--- src/rtl/rename_dispatch.sv ---
// rename_dispatch: register renaming with free list, ROB pointer allocation and one-cycle dispatch to IQ/LSQ.
//   CLK/RESET (async active-low), FREEZE global stall
//   dec_*      : decode handshake and instruction fields
//   *_full_IN  : downstream back-pressure
//   free_*_IN  : committed physical register returned to the free list
//   push_*_OUT / *_Data_OUT : registered dispatch to LSQ or IQ
//   fl_overflow_OUT : sticky free-list overflow
module rename_dispatch #(
  parameter int ARCH_REGS = 32,
  parameter int PHYS_REGS = 64,
  parameter int FL_DEPTH  = 32,
  parameter int ROBP_BITS = 6,
  localparam int AW = $clog2(ARCH_REGS),
  localparam int PW = $clog2(PHYS_REGS),
  localparam int FW = $clog2(FL_DEPTH)
) (
  input  logic                           CLK,
  input  logic                           RESET,
  input  logic                           FREEZE,
  input  logic                           dec_valid_IN,
  output logic                           dec_ready_OUT,
  input  logic [31:0]                    dec_instr_IN,
  input  logic [5:0]                     dec_op_IN,
  input  logic [15:0]                    dec_imm_IN,
  input  logic [AW-1:0]                  dec_src1_IN,
  input  logic [AW-1:0]                  dec_src2_IN,
  input  logic [AW-1:0]                  dec_dst_IN,
  input  logic                           dec_has_dst_IN,
  input  logic                           dec_is_mem_IN,
  input  logic                           rob_full_IN,
  input  logic                           LSQ_full_IN,
  input  logic                           IQ_full_IN,
  input  logic                           free_valid_IN,
  input  logic [PW-1:0]                  free_preg_IN,
  output logic                           push_LSQ_OUT,
  output logic [2*PW+ROBP_BITS+53:0]     LSQ_Data_OUT,
  output logic                           push_IQ_OUT,
  output logic [3*PW+ROBP_BITS+39:0]     IQ_Data_OUT,
  output logic                           fl_overflow_OUT
);
  logic [PW-1:0]        map_q [ARCH_REGS];
  logic [PW-1:0]        fl_q  [FL_DEPTH];
  logic [FW-1:0]        head_q, tail_q;
  logic [FW:0]          count_q;
  logic [ROBP_BITS-1:0] robp_q;
  logic                 accept, alloc, fl_full, push_ok;
  logic [PW-1:0]        sr1, sr2, dr;

  assign dec_ready_OUT = !FREEZE && !rob_full_IN && !LSQ_full_IN && !IQ_full_IN && count_q != '0;
  assign accept  = dec_valid_IN && dec_ready_OUT;
  assign alloc   = accept && dec_has_dst_IN && dec_dst_IN != '0;
  assign fl_full = count_q == (FW+1)'(FL_DEPTH);
  // a return into a full list is dropped; the free count never counts it
  assign push_ok = free_valid_IN && !fl_full;
  // sources read the map before this instruction's own destination update
  assign sr1 = map_q[dec_src1_IN];
  assign sr2 = map_q[dec_src2_IN];
  assign dr  = alloc ? fl_q[head_q] : '0;

  always_ff @(posedge CLK or negedge RESET) begin
    if (!RESET) begin
      for (int i = 0; i < ARCH_REGS; i++) map_q[i] <= PW'(i);
      for (int i = 0; i < FL_DEPTH; i++) fl_q[i] <= PW'(ARCH_REGS + i);
      head_q          <= '0;
      tail_q          <= '0;
      count_q         <= (FW+1)'(FL_DEPTH);
      robp_q          <= '0;
      push_LSQ_OUT    <= 1'b0;
      push_IQ_OUT     <= 1'b0;
      LSQ_Data_OUT    <= '0;
      IQ_Data_OUT     <= '0;
      fl_overflow_OUT <= 1'b0;
    end else if (!FREEZE) begin
      if (alloc) begin
        map_q[dec_dst_IN] <= dr;
        head_q            <= head_q + 1'b1;
      end
      if (push_ok) begin
        fl_q[tail_q] <= free_preg_IN;
        tail_q       <= tail_q + 1'b1;
      end
      count_q <= count_q + (FW+1)'(push_ok) - (FW+1)'(alloc);
      if (free_valid_IN && fl_full) fl_overflow_OUT <= 1'b1;
      if (accept) robp_q <= robp_q + 1'b1;
      push_LSQ_OUT <= accept && dec_is_mem_IN;
      push_IQ_OUT  <= accept && !dec_is_mem_IN;
      if (accept && dec_is_mem_IN)
        LSQ_Data_OUT <= {dr, sr1, dec_imm_IN, dec_op_IN, robp_q, dec_instr_IN};
      if (accept && !dec_is_mem_IN)
        IQ_Data_OUT <= {dr, 1'b0, sr2, 1'b0, sr1, dec_op_IN, robp_q, dec_instr_IN};
    end
  end
endmodule

--- config.mk ---
export PLATFORM = sky130hd
export DESIGN_NAME = rename_dispatch
export DESIGN_NICKNAME = d
export VERILOG_FILES = /design/src/rtl/rename_dispatch.sv
export SDC_FILE = /design/constraint.sdc
export NUM_CORES = 1
export LEC_CHECK = 0
export BUFFER_PORTS_ARGS = -buffer_cell sky130_fd_sc_hd__buf_2
export CORE_UTILIZATION = 57
export CTS_CLUSTER_DIAMETER = 100
export CTS_CLUSTER_SIZE = 25
export DETAILED_ROUTE_END_ITERATION = 10
export GPL_TIMING_DRIVEN = 0
export MAX_ROUTING_LAYER = met4
export PLACE_DENSITY = 0.82
export SETUP_SLACK_MARGIN = 0.1
export SYNTH_ARGS = -nofsm -noshare
export SYNTH_HDL_FRONTEND = slang
export SYNTH_SLANG_ARGS = --single-unit
--- constraint.sdc ---
create_clock -name CLK -period 8.5 [get_ports CLK]
set_input_delay 2.125 -clock CLK [delete_from_list [all_inputs] [get_ports CLK]]
set_output_delay 2.125 -clock CLK [all_outputs]
set_load 0.005 [all_outputs]
==> impl_metrics.toml <==
[run_status]
status = "complete, no violations"

[finish]
finish.utilization = 0.6422
multi_input_area_mm2 = 0.01047
nFillCells = 3260
area_delta_synth_final_pct = 10.87
instances_no_fill = 2712
layout-drive-gt1-share = 0.4529
register_area_mm2 = 0.01383
nets = 2208

[cts]
post-cts-setup-buffer-count = 0
htreeDepth = 1
clock_latency_ns = 0.59
post_cts_resized = 0
cts_tree = "yes"
root_buffer = "clkbuf_16"
clk_pin_slew_ns = 0.10
cts_made_buffers = 25
cts.sinks = 543
hold_buffers = 0
cts.path.max_buffers = 3

[routing]
first_pass_iters = 6
viasPerCell = 6.181
wire_per_inst_um = 23.18
drtIter0Drc = 1520
postRouteAntennaNets = 0
totalWireLength_um = 62870
num_vias = 16764
drc_errors = 0

[yosys]
synthArstFlopShare = 1.000
seq_area_frac_synth = 0.5530
synth_edf_count = 0
synth.distinct_cells = 45
synth_warnings = 0
synth_common_cells = "350 x dfrtp_1, 318 x mux2_2, 284 x nand2_1"
synthFlopType = "dfrtp_1"
synthTopCellsByArea = "dfrtp_1 35%, dfstp_2 20%, mux2_2 14%"
syn_avg_cell_area_um2 = 13.48
yosysTopAreaCellShare = 0.3502
synth.most_common_cell = "dfrtp_1"
synth_area_mm2 = 0.02501
yosysTopAreaCell = "dfrtp_1"
synth-seq-cells = 543
netlist_instances = 1855

[sta]
grt_setup_unrepaired = "no"
finalHoldViolCount = 0
fin_crit_sh = 0.6510
slew_headroom = 0.1093
setup_viol_count_final = 0
tightest_slew_ns = 1.318
fmax_mhz = 180.7
fin_skew_ns = 0.01879
drv_slew = 0
fin_crit_ns = 5.534

[critical_path]
startpoint_type = "input pin"
crit_path_max_fanout = 10
critPathRequiredTime_ns = 6.38
cp-startpoint = "FREEZE"
worstSetupPathType = "input pin to primary output"
critPathArrivalTime_ns = 3.41
cp-end-kind = "primary output"
r2r-start = "count_q[5]"

[die]
fp.dieArea_mm2 = 0.04472
start_util = 0.5793
rows = 76
fp.dieW_um = 211.5
core_mm2 = 0.04317
die_y_um = 211.5
io_pins = 225

[power_and_ir_drop]
leakage_nw = 12.03
power.total_w = 0.006324
power.density_mw_per_mm2 = 228.1
ir_drop_mv = 0.2017

[place]
gp_congestion = 0.9445
dp_cells = 2665
hpwl_um = 45420
numPortBuffers = 218

[run]
maxCapViolations = 0

[hold_path]
hold_path.class = "flip-flop to flip-flop"
hold_start = "map_q[145]"

[grt]
gr-total-overflow = 0
grt_pass1_vias = 17362
antenna_found_initial = 3
grt_pass1_wl_um = 99220
grtUsageTotal = 0.2993
grt_max_degree = 135
==> registers in the layout, indices dropped and copies added, names as in the netlist, 5 cells and up <==
register      cells
IQ_Data_OUT      62
LSQ_Data_OUT     72
count_q           6
fl_q            192
head_q            5
map_q           192
robp_q            6
tail_q            5
==> critical path, cell delays in order <==
cell and delay (ns):
buf_2 0.14, or4_1 0.63, buf_2 0.26, nor2_1 0.11, buf_2 0.13
==> layout by cell type, fill, tap and decap left out, types with 5 or more instances in the layout <==
| cell | netlist | layout |
|---|---|---|
| nor2_1 | 19 | 19 |
| o21ai_1 | 15 | 15 |
| nor3b_1 | 5 | 5 |
| o22ai_1 | 49 | 49 |
| clkbuf_16 | 0 | 25 |
| o21ai_0 | 181 | 181 |
| a21oi_1 | 9 | 9 |
| xnor2_1 | 11 | 11 |
| clkbuf_1 | 91 | 108 |
| buf_2 | 23 | 240 |
| xor2_1 | 5 | 5 |
| ha_1 | 15 | 15 |
| buf_6 | 15 | 16 |
| nor4_1 | 13 | 13 |
| inv_1 | 12 | 12 |
| dfstp_2 | 193 | 193 |
| a22oi_1 | 24 | 24 |
| nand2_1 | 284 | 284 |
| a22oi_2 | 6 | 6 |
| nand4_1 | 5 | 5 |
| buf_1 | 12 | 12 |
| dfrtp_1 | 350 | 350 |
| nor3_1 | 5 | 5 |
| and2_1 | 5 | 5 |
| mux2_2 | 318 | 318 |
| nand3b_1 | 6 | 6 |
| mux4_2 | 144 | 144 |
==> per-layer routing <==
metal  vias up  GRT usage  part of all wire
met1      8614     0.3891              0.39
met3       148    0.04643             0.072
li1       7268          -                 -
met4         0     0.1129             0.038
met5         -          -                 0
met2       734     0.4787              0.49
==> where the power goes <==
group,total [W],switching (W),internal [W],leakage (nW)
combinational,0.00155,0.000733,0.000813,5.01
sequential,0.00339,0.000242,0.00314,6.67
clock,0.00139,0.000802,0.000591,0.346
==> metrics by stage <==
stage                     hold WS [ns]  setup WS [ns]  setup TNS [ns]  area, um^2
final                           0.4819          2.966               0       27730
after global routing            0.5021          2.949               0       27720
after CTS                       0.4803          2.970               0       27720
after global placement          0.4539         -4.993        -2044.31       26830
after detailed placement        0.4653          2.973               0       26990
after floorplan                 0.4413          3.417               0       25010
==> layout make-up <==
cell class | instances | share of cell area
clock inverters | 2 | 0.001264
diodes | 3 | 0.0002708
plain buffers | 143 | 0.02473
multi-input cells | 1158 | 0.3777
repair buffers | 224 | 0.04436
inverters | 12 | 0.001625
clock buffers | 42 | 0.02486
flip-flops and latches | 543 | 0.4988
well taps | 585 | 0.02640
==> worst paths after layout <==
check,depth (start not counted),slack (ns),endpoint
setup / recovery,5,2.97,dec_ready_OUT
hold / removal,2,0.48,map_q[145]
setup reg to reg,10,4.76,LSQ_Data_OUT[67]
hold reg to reg,2,0.48,map_q[145]
max in group asynchronous,3,5.57,map_q[21]
min in group asynchronous,1,1.55,LSQ_Data_OUT[44]
==> cell families after synthesis <==
group	synth area share
compound gates	0.06474
mux	0.2729
other cells	0.0001500
xor+xnor	0.005603
fa+ha+maj	0.008305
flops	0.5530
simple gates	0.06609
buf+inv	0.02922
Power figures use the tool's default switching activity.
